<file path="src/rtl/stopwatch_ctrl.sv">
// Stopwatch controller: debounced start/stop and lap/clear buttons, BCD SS.cc counter, lap freeze.
// Optional build macro SW_SATURATE_EN: hold at 59.99 and pause instead of wrapping to 00.00.
module stopwatch_ctrl #(
  parameter int DEB_SAMPLES = 2
) (
  input  logic       clk,
  input  logic       rst_n,
  input  logic       tick_100,
  input  logic       btn_ss,
  input  logic       btn_lc,
  input  logic [1:0] scan_sel,
  output logic [3:0] bcd_out,
  output logic       dp_out,
  output logic       running,
  output logic       lap_active,
  output logic       wrap_pulse
);

  typedef enum logic [1:0] {IDLE = 2'd0, RUN = 2'd1, PAUSE = 2'd2, LAP = 2'd3} state_t;

  state_t                 state_q, state_d;
  logic [1:0]             ss_sync_q, ss_sync_d, lc_sync_q, lc_sync_d;
  logic [DEB_SAMPLES-1:0] ss_sh_q, ss_sh_d, lc_sh_q, lc_sh_d;
  logic                   ss_deb_q, ss_deb_d, lc_deb_q, lc_deb_d;
  logic [15:0]            live_q, live_d, shown_q, shown_d;
  logic                   wrap_q, wrap_d;
  logic                   ss_evt, lc_evt, counting, sat_hit, clear;

  // Digits packed as {sec tens, sec ones, centisec tens, centisec ones}.
  function automatic logic [15:0] bcd_inc(input logic [15:0] v);
    logic [3:0] c0, c1, s0, s1;
    {s1, s0, c1, c0} = v;
    if (c0 != 4'd9) c0 = c0 + 4'd1;
    else begin
      c0 = 4'd0;
      if (c1 != 4'd9) c1 = c1 + 4'd1;
      else begin
        c1 = 4'd0;
        if (s0 != 4'd9) s0 = s0 + 4'd1;
        else begin
          s0 = 4'd0;
          s1 = (s1 == 4'd5) ? 4'd0 : s1 + 4'd1;
        end
      end
    end
    return {s1, s0, c1, c0};
  endfunction

  always_ff @(posedge clk or negedge rst_n) begin
    if (!rst_n) begin
      state_q   <= IDLE;
      ss_sync_q <= '0;
      lc_sync_q <= '0;
      ss_sh_q   <= '0;
      lc_sh_q   <= '0;
      ss_deb_q  <= 1'b0;
      lc_deb_q  <= 1'b0;
      live_q    <= '0;
      shown_q   <= '0;
      wrap_q    <= 1'b0;
    end else begin
      state_q   <= state_d;
      ss_sync_q <= ss_sync_d;
      lc_sync_q <= lc_sync_d;
      ss_sh_q   <= ss_sh_d;
      lc_sh_q   <= lc_sh_d;
      ss_deb_q  <= ss_deb_d;
      lc_deb_q  <= lc_deb_d;
      live_q    <= live_d;
      shown_q   <= shown_d;
      wrap_q    <= wrap_d;
    end
  end

  // Debounce: level only moves once every tick-sampled bit agrees.
  always_comb begin
    ss_sync_d = {ss_sync_q[0], btn_ss};
    lc_sync_d = {lc_sync_q[0], btn_lc};
    ss_sh_d   = ss_sh_q;
    lc_sh_d   = lc_sh_q;
    if (tick_100) begin
      ss_sh_d = {ss_sh_q[DEB_SAMPLES-2:0], ss_sync_q[1]};
      lc_sh_d = {lc_sh_q[DEB_SAMPLES-2:0], lc_sync_q[1]};
    end
    ss_deb_d = ss_deb_q;
    if (&ss_sh_q)      ss_deb_d = 1'b1;
    else if (~|ss_sh_q) ss_deb_d = 1'b0;
    lc_deb_d = lc_deb_q;
    if (&lc_sh_q)      lc_deb_d = 1'b1;
    else if (~|lc_sh_q) lc_deb_d = 1'b0;
    ss_evt = ss_deb_d & ~ss_deb_q;
    lc_evt = lc_deb_d & ~lc_deb_q;
  end

  always_comb begin
    counting = tick_100 && (state_q == RUN || state_q == LAP);
    live_d   = live_q;
    wrap_d   = 1'b0;
    sat_hit  = 1'b0;
    clear    = 1'b0;
    state_d  = state_q;

    if (counting) begin
      if (live_q == 16'h5999) begin
        wrap_d = 1'b1;
`ifdef SW_SATURATE_EN
        sat_hit = 1'b1;
`else
        live_d = '0;
`endif
      end else begin
        live_d = bcd_inc(live_q);
      end
    end

    // Start/stop takes priority over lap/clear when both fire together.
    case (state_q)
      IDLE:    if (ss_evt) state_d = RUN;
      RUN:     if (ss_evt) state_d = PAUSE; else if (lc_evt) state_d = LAP;
      LAP:     if (ss_evt) state_d = PAUSE; else if (lc_evt) state_d = RUN;
      PAUSE: begin
        if (ss_evt) state_d = RUN;
        else if (lc_evt) begin
          state_d = IDLE;
          clear   = 1'b1;
        end
      end
      default: state_d = IDLE;
    endcase
    if (sat_hit) state_d = PAUSE;
    if (clear)   live_d  = '0;

    // Shown digits track the next live value except while staying in LAP.
    shown_d = (state_q == LAP && state_d == LAP) ? shown_q : live_d;
  end

  always_comb begin
    case (scan_sel)
      2'd0:    bcd_out = shown_q[3:0];
      2'd1:    bcd_out = shown_q[7:4];
      2'd2:    bcd_out = shown_q[11:8];
      default: bcd_out = shown_q[15:12];
    endcase
  end

  assign dp_out     = (scan_sel == 2'd2);
  assign running    = (state_q == RUN) || (state_q == LAP);
  assign lap_active = (state_q == LAP);
  assign wrap_pulse = wrap_q;

endmodule

</file>
<file path="config.mk">
export PLATFORM = sky130hd
export DESIGN_NAME = stopwatch_ctrl
export DESIGN_NICKNAME = d
export VERILOG_FILES = /design/src/rtl/stopwatch_ctrl.sv
export SDC_FILE = /design/constraint.sdc
export NUM_CORES = 1
export LEC_CHECK = 0
export CAP_MARGIN = 40
export CORE_ASPECT_RATIO = 1.4
export CORE_MARGIN = 2
export CORE_UTILIZATION = 60
export CTS_BUF_LIST = sky130_fd_sc_hd__clkbuf_4
export CTS_CLUSTER_DIAMETER = 30
export DETAILED_ROUTE_END_ITERATION = 8
export MAX_ROUTING_LAYER = met4
export PLACE_DENSITY_LB_ADDON = 0.08
export SLEW_MARGIN = 30
export SYNTH_ARGS = -nofsm -noshare
export SYNTH_HDL_FRONTEND = slang
export SYNTH_SLANG_ARGS = --single-unit
</file>
<file path="constraint.sdc">
create_clock -name clk -period 2.7 [get_ports clk]
set_input_delay 0.54 -clock clk [delete_from_list [all_inputs] [get_ports clk]]
set_output_delay 0.54 -clock clk [all_outputs]
set_load 0.01 [all_outputs]
</file>
# [Word level (Yosys, flattened, before mapping)]
# Cells that the tools add are included.
# Widths: inputs -> output; s select.
[word_totals] regBits=45 elab_cells=69 in_bits=7
[op_classes] bitwise_logic=4 reduce_logical=9 n_addsub=4 n_mux=31 n_eq_ne=11
[ops] operator="$mux 16" count=3
[ops] operator="$mux 4" count=10
[ops] operator="$add 4x1->4 const B" count=4
[ops] operator="$eq 16x15->1 const B" count=1
[ops] operator="$mux 2" count=7
[ops] operator="$ne 4x4->1 const B" count=3
[ops] operator="$pmux 4 s3" count=1
[ops] operator="$mux 1" count=9
[ops] operator="$eq 2x2->1 const B" count=4
[ops] operator="$pmux 2 s4" count=1
[ops] operator="$eq 2x1->1 const B" count=2
[ops] operator="$eq 4x3->1 const B" count=1
[ops] operator="$logic_not 2->1" count=2
[ops] operator="$reduce_and 2->1" count=2
[ops] operator="$reduce_or 2->1" count=2
[ops] operator="$and 1x1->1" count=2
[ops] operator="$logic_and 1x1->1" count=2
[ops] operator="$not 1->1" count=2
[ops] operator="$logic_or 1x1->1" count=1

# [Depth between registers and ports, before layout]
[logic_depth] depth_word=9 ltp_mapped=8

# [Least setup slack after synthesis]
# No wires, ideal clock.
[synth_path] path_kind="flip-flop to flip-flop" start="register live_q[0]" end="register shown_q[9]" setup_time_ps=104 path_stages_with_launch=8 t_arrival_ps=1529 path_slack_ps=1068 synth_period_minus_slack_ps=1632 n_path_buf=2 cell_sequence="dfrtp_1 -> ha_1 -> and3b_1 -> buf_2 -> nand4_4 -> nand2b_4 -> buf_6 -> o41ai_2"
[synth_via] elab_chain_cells=5 word_cells_on_any_way=6
[synth_rtl] item="start, declared" line="25" text="logic [15:0] live_q, live_d, shown_q, shown_d;"
[synth_rtl] item="start signal, assigned" line="69" text="live_q <= live_d;"
[synth_rtl] item="$ne 4x4->1" line="33" text="if (c0 != 4'd9) c0 = c0 + 4'd1;"
[synth_rtl] item="$mux 4" line="33"
[synth_rtl] item="$mux 16 *" line="104" text="if (live_q == 16'h5999) begin"
[synth_rtl] item="$mux 16 *" line="103" text="if (counting) begin"
[synth_rtl] item="$mux 16 *" line="131" text="if (clear) live_d = '0;"
[synth_rtl] item="end signal, assigned" line="70" text="shown_q <= shown_d;"
[synth_rtl] item="end, declared" line="25"
# Mark *: on every way between the ends. The rest lies on a longest branch, timed or not.
# A chain may end at the register's enable or synchronous reset.

# [Worst setup path after layout]
[layout_path] start="input port scan_sel[0]" end="output port bcd_out[2]"
[layout_via] elab_chain_cells=2 word_cells_on_any_way=4
[layout_rtl] item="start, declared" line="11" text="input logic [1:0] scan_sel,"
[layout_rtl] item="$eq 2x2->1 (tied with other cells)" line="138" text="case (scan_sel)"
[layout_rtl] item="$pmux 4 s3 *" line="138"
[layout_rtl] item="end, declared" line="12" text="output logic [3:0] bcd_out,"
# Marks and branches as above.

==> qor.log <==
[clocking] Clk Tree Root Cell sky130_fd_sc_hd__clkbuf_4
[placed_design] worst setup timing slack at the placement stage -69.78 ps
[final_layout] number of antenna cells inserted 0
[clocking] Post-CTS Hold Buffers 0
[grt] Top Usage Layer GRT met2
[setup_path] start point of the critical path scan_sel[0]
[final_layout] final instance count without filler cells 257
[power_and_ir_drop] Clk pwr share 0.225
[final_layout] final net count 229
[routing] post-route DRC violation count 0
[timing] endpoints failing hold 0
[timing] Worst Hold Margin 164.9 ps
[logic_synthesis] Synth Warn # 0
[power_and_ir_drop] worst ir drop on vdd 0.0005349 V
[clocking] TritonCTS buffer count 5
[floorplan] die boundary width 56.44 um
[setup_path] required time reported for the critical path endpoint 2160 ps
[floorplan] number of top-level pins 15
[clocking] clock latency on the worst-skew pair 360 ps
[setup_path] number of buffers and inverters on the critical path 2
[grt] global-route total usage across every layer 0.2422
[logic_synthesis] cell types with the largest area share after synthesis sky130_fd_sc_hd__dfrtp_1, sky130_fd_sc_hd__ha_1, sky130_fd_sc_hd__mux4_2
[logic_synthesis] number of distinct standard cells referenced by the synthesized netlist 46
[timing] RSZ-0062 raised after global routing no
[routing] number of iterations in the first detailed-routing pass 4
[power_and_ir_drop] power density over cell area 723.7 nW/um2
[routing] Iter 0 DRT Violations 70
[logic_synthesis] average instance area after synthesis 11.49 um2
[clocking] deepest clock path buffer count 2
[logic_synthesis] Syn Std Cell Area 2310 um2
[power_and_ir_drop] switching fraction of total power 0.3380
[power_and_ir_drop] part of the power in combinational logic 0.276
[final_layout] proportion of layout cells with a drive suffix above 1 0.1535
[grt] vias in the first global route 1,634
[power_and_ir_drop] Static Leak 1.187 nW
[floorplan] floorplan core area 3676 um2
[power_and_ir_drop] power after layout 1.844 mW
[setup_path] largest incremental delay on the critical path 550 ps
[flow_run] Max Cap Violations 0
[grt] fraction of met3 tracks used by global routing 0.05167
[floorplan] row count 26
[floorplan] Die Ht 77.41 um
[logic_synthesis] top-area cell type share of the netlist area 0.4875
[timing] achievable clock frequency 402.5 MHz
[logic_synthesis] biggest area consumer among synthesized cells sky130_fd_sc_hd__dfrtp_1
[routing] total number of vias 1,600
[final_layout] highest-count cells in the layout ignoring fill and taps sky130_fd_sc_hd__dfrtp_1, sky130_fd_sc_hd__nand2_1, sky130_fd_sc_hd__nor2_1, sky130_fd_sc_hd__clkdlybuf4s50_1
[logic_synthesis] number of storage elements in the synthesis netlist 45
[logic_synthesis] prevailing post-synth register cell sky130_fd_sc_hd__dfrtp_1
[floorplan] effective utilization at floorplan 0.6283
[routing] average wire per standard cell 17.96 um
[power_and_ir_drop] net switching power of the design 0.6231 mW
[clocking] H-tree Lvls 2
[final_layout] most common cell after layout, fill and taps aside sky130_fd_sc_hd__dfrtp_1
[placed_design] HPWL after DPL 3.474 mm
[grt] first-pass GRT wire length 7.762 mm
[timing] final setup TNS 0 ps
[routing] average vias per placed instance 6.226
[routing] Post-Route WL 4.615 mm
[run_status] status complete, no violations
[timing] total count of max-transition violations in the final report 0
[setup_path] CP Class in -> out
[clocking] Worst-path clk slew 130 ps
[placed_design] quantity of I/O buffers inserted on ports 14
[power_and_ir_drop] cell-internal power 1.220 mW
[final_layout] fill cell count 279
[grt] initial antenna violation count 0
[timing] final-report setup violation count 0
[timing] slack of the critical path 215.7 ps
[setup_path] Crit path arrival time 1940 ps
[setup_path] Critical Path, Cell by Cell dlygate4sd2_1, mux4_2, clkdlybuf4s50_1
[grt] met1 usage in global routing 0.2743
[routing] DRT antenna net count 0
[logic_synthesis] Post-Synthesis Net Count 216
[final_layout] area growth from synthesis to final layout 10.29%
[power_and_ir_drop] portion of total power attributed to sequential cells 0.499
[placed_design] placed standard-cell area 2470 um2
[setup_path] crit path capture type output port
[clocking] TritonCTS clock tree yes
[setup_path] start of the worst register-to-register path live_q[1]
[logic_synthesis] count of flip-flops with a built-in enable after synthesis 0
[timing] relative slew slack 0.5998
[placed_design] placer's final routability congestion estimate 1.003
[clocking] Sink Count 45
[grt] total overflow reported by the global router 0
[logic_synthesis] sequential share of the synthesized area 0.4875
[grt] maximum number of pins on one net before global-route repair 25
[timing] post-route fraction of the period consumed by the critical path 0.9201
[setup_path] Critical Path Fanout Max 5
[min_path] path class of the lowest-slack min-delay path in -> async
[placed_design] total placed cells including tap cells 249
[logic_synthesis] Syn Inst Count 201
[timing] Clock Skew 14.79 ps
[logic_synthesis] asr flop ratio synth 1.000
[final_layout] utilization of the core after routing 0.6930
[timing] Tightest Pin Transition 600.3 ps
[setup_path] highest-delay cell along the critical path sky130_fd_sc_hd__mux4_2
[setup_path] cell class contributing the biggest share of worst-path delay buffers and inverters
[floorplan] area enclosed by the die boundary 4369 um2
[timing] clock period minus worst slack 2484 ps
[final_layout] Post-Layout Inst Area 2547 um2
[grt] met2 Use GR 0.3930
[setup_path] launching element type of the critical path primary input
[cell families (layout without fill, tap and decap cells)]
logic type | after synthesis | count (layout) | share of synthesized area
buffers and inverters | 18 | 32 | 0.04333
adders and majority gates | 10 | 10 | 0.05201
muxes | 11 | 11 | 0.07151
DFF | 45 | 45 | 0.4875
and+or+nand+nor | 78 | 78 | 0.2172
xor gates and xnor gates | 6 | 6 | 0.02276
AOI/OAI and AO/OA | 33 | 33 | 0.1056
[worst reg2reg max path, stage by stage (launching register included)]
cell                       delay [ps]
sky130_fd_sc_hd__dfrtp_1          440
sky130_fd_sc_hd__inv_1             70
sky130_fd_sc_hd__ha_1             220
sky130_fd_sc_hd__nand3b_4         180
sky130_fd_sc_hd__nor4_4           400
sky130_fd_sc_hd__mux2i_1          430
sky130_fd_sc_hd__o21ai_1          130
[final timing paths]
kind                       depth (start not counted)            to  slack, ps
max                                                3    bcd_out[2]        220
min                                                1     live_q[2]        160
max reg2reg                                        6   shown_q[12]        720
min reg2reg                                        0  ss_sync_q[1]        360
max in group asynchronous                          2    live_q[14]       2020
min in group clk                                   0  ss_sync_q[1]        360
[routing by layer]
layer  vias up  routed length, um  share of wire
met3        18                161          0.035
met1       790               1822           0.39
li1        745                  -              -
met5         -                  0              0
met2        47               2426           0.53
met4         0                204          0.044
[registers in the layout, indices dropped and copies added (netlist names)]
register,count
lc_deb_q,1
wrap_pulse,1
state_q,2
ss_deb_q,1
ss_sync_q,2
lc_sync_q,2
live_q,16
lc_sh_q,2
shown_q,16
ss_sh_q,2
[layout make-up]
cell class                      count  area (um2)  area share
Clock buffer                        6       45.04     0.01768
Clock inverter                      2       33.78     0.01326
Inverter                            6       22.52    0.008841
Multi-Input combinational cell    138        1084      0.4253
Sequential cell                    45        1126      0.4420
Tap cell                           42       52.55     0.02063
Timing Repair Buffer               18       183.9     0.07220
[what timing repair did]
item	CTS	global route
resized for setup	1	0
setup buffers	0	0
endpoints found under the setup margin	4	0
endpoints found under the hold margin	0	0
[power groups by stage]
stage / clock, mW / sequential (mW) / combinational [mW]
2_1_floorplan: 0 / 0.879 / 0.401
3_3_place_gp: 0 / 0.916 / 0.482
3_5_place_dp: 0 / 0.931 / 0.511
4_1_cts: 0.423 / 0.918 / 0.512
5_1_grt: 0.453 / 0.939 / 0.562
6_report: 0.414 / 0.920 / 0.509
[Yosys cell counts, types with 2 or more instances]
cell type                   number
sky130_fd_sc_hd__nand2_1        19
sky130_fd_sc_hd__nand3b_4        2
sky130_fd_sc_hd__o21ai_0         3
sky130_fd_sc_hd__dfrtp_1        45
sky130_fd_sc_hd__nor4_4          2
sky130_fd_sc_hd__o41ai_2         2
sky130_fd_sc_hd__inv_1           6
sky130_fd_sc_hd__nand3_1         2
sky130_fd_sc_hd__a21oi_1         8
sky130_fd_sc_hd__buf_6           3
sky130_fd_sc_hd__nor3_1          5
sky130_fd_sc_hd__and2_1          4
sky130_fd_sc_hd__nor2_1         19
sky130_fd_sc_hd__a2bb2oi_1       2
sky130_fd_sc_hd__o31ai_2         2
sky130_fd_sc_hd__xnor2_1         3
sky130_fd_sc_hd__maj3_1          2
sky130_fd_sc_hd__mux4_2          4
sky130_fd_sc_hd__and3b_1         4
sky130_fd_sc_hd__mux2i_1         3
sky130_fd_sc_hd__o21ai_1         5
sky130_fd_sc_hd__nand4_1         4
sky130_fd_sc_hd__o31ai_1         6
sky130_fd_sc_hd__ha_1            8
sky130_fd_sc_hd__nor4_1          3
sky130_fd_sc_hd__nand3b_1        3
sky130_fd_sc_hd__buf_2           8
sky130_fd_sc_hd__mux2_2          4
sky130_fd_sc_hd__xor2_1          3
(Power assumes the default switching activity.)
